$ cat config.mk
export PLATFORM = sky130hd
export DESIGN_NAME = rtc_bus_engine
export DESIGN_NICKNAME = d
export VERILOG_FILES = /design/src/rtl/rtc_bus_pkg.sv /design/src/rtl/rtc_phase_timer.sv /design/src/rtl/rtc_bus_engine.sv
export SDC_FILE = /design/constraint.sdc
export NUM_CORES = 1
export LEC_CHECK = 0
export BUFFER_PORTS_ARGS = -buffer_cell sky130_fd_sc_hd__buf_2
export CORE_ASPECT_RATIO = 1.4
export CORE_MARGIN = 4
export CORE_UTILIZATION = 52
export DETAILED_ROUTE_END_ITERATION = 8
export GPL_TIMING_DRIVEN = 0
export HOLD_SLACK_MARGIN = 0.06
export PLACE_DENSITY_LB_ADDON = 0.12
export SYNTH_ARGS = -nofsm -noshare
export SYNTH_HDL_FRONTEND = slang
export SYNTH_SLANG_ARGS = --single-unit
$ cat constraint.sdc
create_clock -name clk -period 3.3 [get_ports clk]
set_clock_uncertainty 0.2 [all_clocks]
set_input_delay 0.66 -clock clk [delete_from_list [all_inputs] [get_ports clk]]
set_output_delay 0.66 -clock clk [all_outputs]
set_load 0.02 [all_outputs]
$ cat src/rtl/rtc_bus_pkg.sv
// Shared types and defaults for the RTC bus engine and its phase timer.
// Holds no logic, so it adds no latency.
// Holds no logic, so it has no backpressure behaviour.
package rtc_bus_pkg;

    // Per-phase timing states. The timer walks these once for every bus phase.
    typedef enum logic [2:0] {
        IDLE,
        SETUP,
        PULSE,
        HOLD,
        GAP
    } state_t;

    // Bus phase kinds. A write commit reuses PH_CMD because it drives the same
    // command word with ad=0 and a WR strobe.
    typedef enum logic [1:0] {
        PH_ADDR,
        PH_DATA,
        PH_CMD,
        PH_RDATA
    } phase_t;

    // Transfer command written to the RTC. Top-level CMD_WORD defaults to this value.
    localparam logic [7:0] DEF_CMD_WORD = 8'hF0;

    // Width of the phase down-counter. This bounds every T_x to 65536 cycles.
    localparam int CNT_W = 16;

endpackage

$ cat src/rtl/rtc_phase_timer.sv
// Runs the SETUP/PULSE/HOLD/GAP timing of one bus phase and drives registered strobes.
// Latency: SETUP begins on the edge where start is seen; a phase lasts T_SETUP+T_PULSE+T_HOLD+T_GAP cycles.
// Backpressure: start is honoured only in IDLE or on the final GAP cycle (done); it is ignored at other times.
module rtc_phase_timer
    import rtc_bus_pkg::*;
#(
    parameter int T_SETUP = 4,
    parameter int T_PULSE = 8,
    parameter int T_HOLD  = 4,
    parameter int T_GAP   = 4
) (
    input  logic clk,
    input  logic reset,
    input  logic start,
    input  logic strobe_rd,
    output logic done,
    output logic pulse_last,
    output logic cs_n,
    output logic rd_n,
    output logic wr_n,
    output logic oe
);

    state_t           state_q, state_d;
    logic [CNT_W-1:0] cnt_q, cnt_d;
    logic             sel_rd_q, sel_rd_d;
    logic             cs_n_q, cs_n_d;
    logic             rd_n_q, rd_n_d;
    logic             wr_n_q, wr_n_d;
    logic             oe_q, oe_d;
    logic             win;

    assign done       = (state_q == GAP)   && (cnt_q == '0);
    assign pulse_last = (state_q == PULSE) && (cnt_q == '0);

    // Next state, counter reload and strobe outputs. Outputs are derived from the next state so that they register together with it.
    always_comb begin
        state_d  = state_q;
        cnt_d    = cnt_q;
        sel_rd_d = sel_rd_q;
        case (state_q)
            IDLE: begin
                if (start) begin
                    state_d  = SETUP;
                    cnt_d    = CNT_W'(T_SETUP - 1);
                    sel_rd_d = strobe_rd;
                end
            end
            SETUP: begin
                if (cnt_q == '0) begin
                    state_d = PULSE;
                    cnt_d   = CNT_W'(T_PULSE - 1);
                end else begin
                    cnt_d = cnt_q - CNT_W'(1);
                end
            end
            PULSE: begin
                if (cnt_q == '0) begin
                    state_d = HOLD;
                    cnt_d   = CNT_W'(T_HOLD - 1);
                end else begin
                    cnt_d = cnt_q - CNT_W'(1);
                end
            end
            HOLD: begin
                if (cnt_q == '0) begin
                    state_d = GAP;
                    cnt_d   = CNT_W'(T_GAP - 1);
                end else begin
                    cnt_d = cnt_q - CNT_W'(1);
                end
            end
            GAP: begin
                if (cnt_q == '0) begin
                    if (start) begin
                        state_d  = SETUP;
                        cnt_d    = CNT_W'(T_SETUP - 1);
                        sel_rd_d = strobe_rd;
                    end else begin
                        state_d = IDLE;
                        cnt_d   = '0;
                    end
                end else begin
                    cnt_d = cnt_q - CNT_W'(1);
                end
            end
            default: begin
                state_d = IDLE;
                cnt_d   = '0;
            end
        endcase

        // The RD strobe and the output enable are both qualified by sel_rd, so they can never be active in the same cycle.
        win    = (state_d == SETUP) || (state_d == PULSE) || (state_d == HOLD);
        cs_n_d = ~win;
        rd_n_d = ~((state_d == PULSE) && sel_rd_d);
        wr_n_d = ~((state_d == PULSE) && !sel_rd_d);
        oe_d   = win && !sel_rd_d;
    end

    // Phase FSM with registered strobes. Reset idles the bus immediately.
    always_ff @(posedge clk or posedge reset) begin
        if (reset) begin
            state_q  <= IDLE;
            cnt_q    <= '0;
            sel_rd_q <= 1'b0;
            cs_n_q   <= 1'b1;
            rd_n_q   <= 1'b1;
            wr_n_q   <= 1'b1;
            oe_q     <= 1'b0;
        end else begin
            state_q  <= state_d;
            cnt_q    <= cnt_d;
            sel_rd_q <= sel_rd_d;
            cs_n_q   <= cs_n_d;
            rd_n_q   <= rd_n_d;
            wr_n_q   <= wr_n_d;
            oe_q     <= oe_d;
        end
    end

    assign cs_n = cs_n_q;
    assign rd_n = rd_n_q;
    assign wr_n = wr_n_q;
    assign oe   = oe_q;

endmodule

$ cat src/rtl/rtc_bus_engine.sv
// RTC multiplexed A/D bus engine: sequences write and burst-read transactions. Build option RTC_CRONO_EN adds the chrono-run bit merge.
// Latency at default timing: a write takes 60 cycles from acceptance to ready; read word k returns at cycle 53+60k.
// Backpressure: req_ready is high only when idle; a request that arrives while busy is dropped, not queued.
module rtc_bus_engine
    import rtc_bus_pkg::*;
#(
    parameter int                 DATA_W    = 8,
    parameter int                 T_SETUP   = 4,
    parameter int                 T_PULSE   = 8,
    parameter int                 T_HOLD    = 4,
    parameter int                 T_GAP     = 4,
    parameter int                 BURST_MAX = 16,
    parameter logic [DATA_W-1:0]  CMD_WORD  = DATA_W'(DEF_CMD_WORD)
`ifdef RTC_CRONO_EN
    ,
    parameter logic [DATA_W-1:0]  CRONO_ADDR = '0,
    parameter logic [DATA_W-1:0]  CRONO_MASK = DATA_W'(8'h08)
`endif
) (
    input  logic                          clk,
    input  logic                          reset,
    input  logic                          req_valid,
    output logic                          req_ready,
    input  logic                          req_write,
    input  logic [DATA_W-1:0]             req_addr,
    input  logic [DATA_W-1:0]             req_wdata,
    input  logic [$clog2(BURST_MAX)-1:0]  req_len,
`ifdef RTC_CRONO_EN
    input  logic                          crono_run,
`endif
    output logic                          rd_valid,
    output logic [DATA_W-1:0]             rd_data,
    output logic                          rd_last,
    output logic                          busy,
    output logic                          cs_n,
    output logic                          rd_n,
    output logic                          wr_n,
    output logic                          ad,
    output logic [DATA_W-1:0]             bus_out,
    output logic                          bus_oe,
    input  logic [DATA_W-1:0]             bus_in
);

    localparam int LEN_W = $clog2(BURST_MAX);

    if (T_SETUP < 1 || T_PULSE < 1 || T_HOLD < 1 || T_GAP < 1) begin : g_bad_timing
        $error("rtc_bus_engine: every T_x must be at least 1");
    end
    if (BURST_MAX < 2) begin : g_bad_burst
        $error("rtc_bus_engine: BURST_MAX must be at least 2");
    end

    logic              active_q, active_d;
    phase_t            phase_q, phase_d;
    logic              write_q, write_d;
    logic [DATA_W-1:0] addr_q, addr_d;
    logic [DATA_W-1:0] wdata_q, wdata_d;
    logic [LEN_W-1:0]  len_q, len_d;
    logic              ad_q, ad_d;
    logic [DATA_W-1:0] bus_out_q, bus_out_d;
    logic [DATA_W-1:0] samp_q, samp_d;
    logic              samp_pend_q, samp_pend_d;
    logic              rd_valid_q, rd_valid_d;
    logic [DATA_W-1:0] rd_data_q, rd_data_d;
    logic              rd_last_q, rd_last_d;

    logic              tmr_start;
    logic              tmr_rd;
    logic              tmr_done;
    logic              tmr_pulse_last;
    logic [DATA_W-1:0] wdata_in;
    logic [31:0]       len_in;

`ifdef RTC_CRONO_EN
    // While the chronometer runs, writes to its control register keep the run bit set.
    assign wdata_in = (req_write && crono_run && (req_addr == CRONO_ADDR)) ?
                      (req_wdata | CRONO_MASK) : req_wdata;
`else
    assign wdata_in = req_wdata;
`endif

    rtc_phase_timer #(
        .T_SETUP (T_SETUP),
        .T_PULSE (T_PULSE),
        .T_HOLD  (T_HOLD),
        .T_GAP   (T_GAP)
    ) u_timer (
        .clk        (clk),
        .reset      (reset),
        .start      (tmr_start),
        .strobe_rd  (tmr_rd),
        .done       (tmr_done),
        .pulse_last (tmr_pulse_last),
        .cs_n       (cs_n),
        .rd_n       (rd_n),
        .wr_n       (wr_n),
        .oe         (bus_oe)
    );

    // Acceptance and phase sequencing. The next phase starts on the edge that ends the previous GAP, so phases run back to back.
    always_comb begin
        active_d  = active_q;
        phase_d   = phase_q;
        write_d   = write_q;
        addr_d    = addr_q;
        wdata_d   = wdata_q;
        len_d     = len_q;
        ad_d      = ad_q;
        bus_out_d = bus_out_q;
        tmr_start = 1'b0;
        tmr_rd    = 1'b0;
        len_in    = 32'(req_len);

        if (!active_q) begin
            if (req_valid) begin
                active_d  = 1'b1;
                write_d   = req_write;
                addr_d    = req_addr;
                wdata_d   = wdata_in;
                if (req_write) begin
                    len_d = '0;
                end else if (len_in > 32'(BURST_MAX - 1)) begin
                    len_d = LEN_W'(BURST_MAX - 1);
                end else begin
                    len_d = req_len;
                end
                phase_d   = req_write ? PH_ADDR : PH_CMD;
                tmr_start = 1'b1;
            end
        end else if (tmr_done) begin
            case (phase_q)
                PH_ADDR: begin
                    phase_d   = write_q ? PH_DATA : PH_RDATA;
                    tmr_start = 1'b1;
                end
                PH_DATA: begin
                    phase_d   = PH_CMD;
                    tmr_start = 1'b1;
                end
                PH_CMD: begin
                    if (write_q) begin
                        active_d = 1'b0;
                    end else begin
                        phase_d   = PH_ADDR;
                        tmr_start = 1'b1;
                    end
                end
                default: begin
                    if (len_q == '0) begin
                        active_d = 1'b0;
                    end else begin
                        len_d     = len_q - LEN_W'(1);
                        addr_d    = addr_q + DATA_W'(1);
                        phase_d   = PH_CMD;
                        tmr_start = 1'b1;
                    end
                end
            endcase
        end

        // ad and the drive value are loaded when a phase starts, so they are stable for the whole SETUP period.
        if (tmr_start) begin
            tmr_rd = (phase_d == PH_RDATA);
            ad_d   = (phase_d == PH_DATA) || (phase_d == PH_RDATA);
            case (phase_d)
                PH_ADDR: bus_out_d = addr_d;
                PH_DATA: bus_out_d = wdata_d;
                PH_CMD:  bus_out_d = CMD_WORD;
                default: bus_out_d = bus_out_q;
            endcase
        end
    end

    // Read return: capture bus_in on the last RD-low cycle, then present it one edge later together with the valid and last flags.
    always_comb begin
        samp_pend_d = active_q && (phase_q == PH_RDATA) && tmr_pulse_last;
        samp_d      = samp_pend_d ? bus_in : samp_q;
        rd_valid_d  = samp_pend_q;
        rd_data_d   = samp_pend_q ? samp_q : rd_data_q;
        rd_last_d   = samp_pend_q && (len_q == '0);
    end

    // Transaction and datapath registers. Reset aborts any transaction in flight.
    always_ff @(posedge clk or posedge reset) begin
        if (reset) begin
            active_q    <= 1'b0;
            phase_q     <= PH_ADDR;
            write_q     <= 1'b0;
            addr_q      <= '0;
            wdata_q     <= '0;
            len_q       <= '0;
            ad_q        <= 1'b0;
            bus_out_q   <= '0;
            samp_q      <= '0;
            samp_pend_q <= 1'b0;
            rd_valid_q  <= 1'b0;
            rd_data_q   <= '0;
            rd_last_q   <= 1'b0;
        end else begin
            active_q    <= active_d;
            phase_q     <= phase_d;
            write_q     <= write_d;
            addr_q      <= addr_d;
            wdata_q     <= wdata_d;
            len_q       <= len_d;
            ad_q        <= ad_d;
            bus_out_q   <= bus_out_d;
            samp_q      <= samp_d;
            samp_pend_q <= samp_pend_d;
            rd_valid_q  <= rd_valid_d;
            rd_data_q   <= rd_data_d;
            rd_last_q   <= rd_last_d;
        end
    end

    assign req_ready = ~active_q;
    assign busy      = active_q;
    assign ad        = ad_q;
    assign bus_out   = bus_out_q;
    assign rd_valid  = rd_valid_q;
    assign rd_data   = rd_data_q;
    assign rd_last   = rd_last_q;

endmodule

==> results_dict.tcl <==
set metrics [dict create \
    postSynthNetCount 438 \
    detail_route.iter0.violations 234 \
    layout.cells.most_common "sky130_fd_sc_hd__dfrtp_1" \
    synth_xor_area_frac 0.04106 \
    synth_sequential_area_ratio 0.4702 \
    drive_above_1_share 0.3245 \
    postSynthAreaPerCell_um2 10.16 \
    violated_checks "negative setup slack" \
    tightest_slew_ns 0.9716 \
    grt_util_all_layers 0.2358 \
    route.vias.total 3455 \
    syn_inst 399 \
    finish.net_count 528 \
    clkLatencyLatePin_ns 0.36 \
    first_global_vias 3520 \
    synth_compound_gate_area_share 0.1420 \
    synth_edf_count 0 \
    fin_ws_ns -0.009910 \
    first_pass_iters 4 \
    met2_use_gr 0.3945 \
    power_density_mw_per_mm2 340.0 \
    status "finished with violations" \
    max_cap_violations 0 \
    route.antenna.remaining_nets 0 \
    worst-path-max-fanout 10 \
    worst_path_dominant_cell_family "simple AND/OR/NAND/NOR gates" \
    synthToLayoutAreaGrowth_pct 22.97 \
    type_of_the_worst_setup_path "flop to flop" \
    place.gp.congestion 0.8888 \
    register_to_register_setup_slack_ns -0.01 \
    detail_route.drc_violations 0 \
    dp.final_hpwl_um 7190 \
    proportion_of_synthesized_flip_flops_having_asynchronous_set_or_reset 1.000 \
    floorplan.initialDensity 0.5437 \
    clock_tree.root_cell "sky130_fd_sc_hd__clkbuf_8" \
    core_mm2 0.007453 \
    grt.met3_usage 0.04575 \
    yosys.area_share.simple 0.2007 \
    yosys.area_share.adder 0.02161 \
    ys.warnings.count 0 \
    relSlewSlack 0.3507 \
    syn-cell-area_mm2 0.004053 \
    timing.rr.start "u_timer.cnt_q[6]" \
    ir_worst_vdd_mv 0.3077 \
    numPlacedInstances 552 \
    setup_viol_count_final 1 \
    critPathArrivalTime_ns 3.35 \
    end_kind "flop" \
    min_tclk_post_route_ns 3.310 \
    mostFrequentLayoutCells "69 x sky130_fd_sc_hd__dfrtp_1, 57 x sky130_fd_sc_hd__buf_2, 33 x sky130_fd_sc_hd__nand2_1, 33 x sky130_fd_sc_hd__nor2_1, 25 x sky130_fd_sc_hd__buf_4" \
    clock_sink_count 76 \
    crit_path_max_delay_cell_type "sky130_fd_sc_hd__dfrtp_2" \
    final_cells 590 \
    grt_start_max_net_pins 43 \
    cp.required_ns 3.34 \
    die_area_mm2 0.009290 \
    ctsLongestPathBuffers 2 \
    post_detailed_route_wirelength_per_cell_um 17.27 \
    timing.hold.worst.class "primary input to async pin" \
    synth.distinct_cells 61 \
    hold_viol 0 \
    critPathLaunchType "flop" \
    setup_ws_pre_cts_ns -0.5021 \
    timing.critical_path.cells "nor4_4, nand4_1, or3_4, o311ai_4, inv_2, ha_4, buf_8, nor2b_1, a2111o_1, o32a_1" \
    grt_setup_unrepaired "yes" \
    grt_util_met1 0.2726 \
    grt_first_pass_wirelength_um 16820 \
    h-tree-depth 3 \
    postSynthRegisterBits 76 \
    die_height_um 112.5 \
    timing.critical_path.buf_inv 2 \
    clk_pin_slew_worst_paths_ns 0.07 \
    r2r_end "bus_out[4]" \
    grt_overflow_total 0 \
    synth_top_family_by_area "simple AND/OR/NAND/NOR gates" \
    share_of_synthesized_area_spent_on_multiplexers 0.09416 \
    via_per_inst 5.856 \
    top_usage_layer "met2" \
    yosys_most_used_dff "sky130_fd_sc_hd__dfrtp_1" \
    die_width_um 82.61 \
    total_leakage_power_nw 2.251 \
    tritoncts "yes" \
    slew_violations 0 \
    final.period_utilization 1.003 \
    max_freq_ghz 0.3021 \
    num_antenna_cells 0 \
    num_io_pins 57 \
    std_cell_rows 37 \
    cts_made_buffers 9 \
    number_of_antenna_violations_at_the_first_check_in_global_routing 0 \
    portBuffers 55 \
    ff2ff_path_depth 10 \
    route.final.wire_length_um 10190 \
    critPathMaxStageDelay_ns 0.43 \
    hold-worst-slack_ns 0.1120 \
]
==> final cells by class <==
class                   instances  area [µm²]
fillers                       595        2470
multi-input cells             291        2171
flip-flops and latches         76        1911
repair buffers                 80       475.5
clock buffers                  12       135.1
well taps                      97       121.4
plain buffers                  17       100.1
inverters                      14       55.05
clock inverters                 3       15.01
==> where the power goes <==
part	switching [mW]	total, mW	internal (mW)
Sequential	0.0137	0.965	0.951
Clock	0.325	0.590	0.266
Combinational	0.0794	0.139	0.0596
Total	0.418	1.69	1.28
==> layer usage <==
layer  vias up  routed length [µm]
li1       1635                   -
met1      1676                4042
met2       112                5271
met3        32                 449
met4         0                 425
met5         -                   0
==> cell usage after synthesis (8+ instances only) <==
master	count	area share
sky130_fd_sc_hd__o21ai_0	13	0.016
sky130_fd_sc_hd__nand3_1	12	0.015
sky130_fd_sc_hd__mux2_2	24	0.067
sky130_fd_sc_hd__nor2b_1	8	0.012
sky130_fd_sc_hd__nor2_1	34	0.031
sky130_fd_sc_hd__xor2_1	13	0.028
sky130_fd_sc_hd__clkbuf_1	15	0.014
sky130_fd_sc_hd__a21oi_1	14	0.017
sky130_fd_sc_hd__dfrtp_1	73	0.45
sky130_fd_sc_hd__nand2_1	35	0.032
sky130_fd_sc_hd__inv_1	14	0.013
sky130_fd_sc_hd__mux2i_1	10	0.025
==> registers in the layout, summed over array words and instances (netlist names), 2 cells and up <==
name	cells
bus_out	8
samp_q	8
len_q	4
rd_data	8
wdata_q	8
u_timer.cnt_q	16
addr_q	8
u_timer.state_q	3
phase_q	2
==> logic make-up after synthesis <==
group / count (synthesis)
muxes: 35
buffers and inverters: 32
and+or+nand+nor: 149
xor gates and xnor gates: 19
DFF: 76
AOI/OAI and AO/OA: 81
adders and majority gates: 7
==> what timing repair did <==
item	in CTS	in global routing
gates cloned	0	0
setup endpoints to repair	8	10
pin swaps	7	7
buffers inserted	14	10
resized for setup	15	23
hold buffers	0	0
==> through the flow <==
| step | total power, mW | util | area [µm²] | TNS (ns) |
|---|---|---|---|---|
| finish | 1.695 | 0.6686 | 4984 | -0.009910 |
| global route | 1.764 | 0.6686 | 4984 | -0.2295 |
| CTS | 1.704 | 0.6512 | 4853 | 0 |
| detailed placement | 1.113 | 0.6095 | 4543 | -2.865 |
| global placement | 1.107 | 0.6065 | 4521 | -29.91 |
| floorplan | 1.059 | - | 4124 | 0 |
==> how the worst max path moves through the flow <==
stage / start / to / slack, ns / cells after the start
3_5_place_dp: req_valid / bus_out[4] / -0.50 / 11
5_1_grt: u_timer.cnt_q[13] / bus_out[4] / -0.09 / 10
4_1_cts: u_timer.cnt_q[6] / bus_out[2] / 0.002 / 11
3_3_place_gp: req_valid / bus_out[4] / -0.50 / 11
6_report: u_timer.cnt_q[6] / bus_out[4] / -0.01 / 10
2_1_floorplan: u_timer.cnt_q[0] / bus_out[4] / 0.005 / 13
Note: power is estimated with default switching activity, not from simulation.
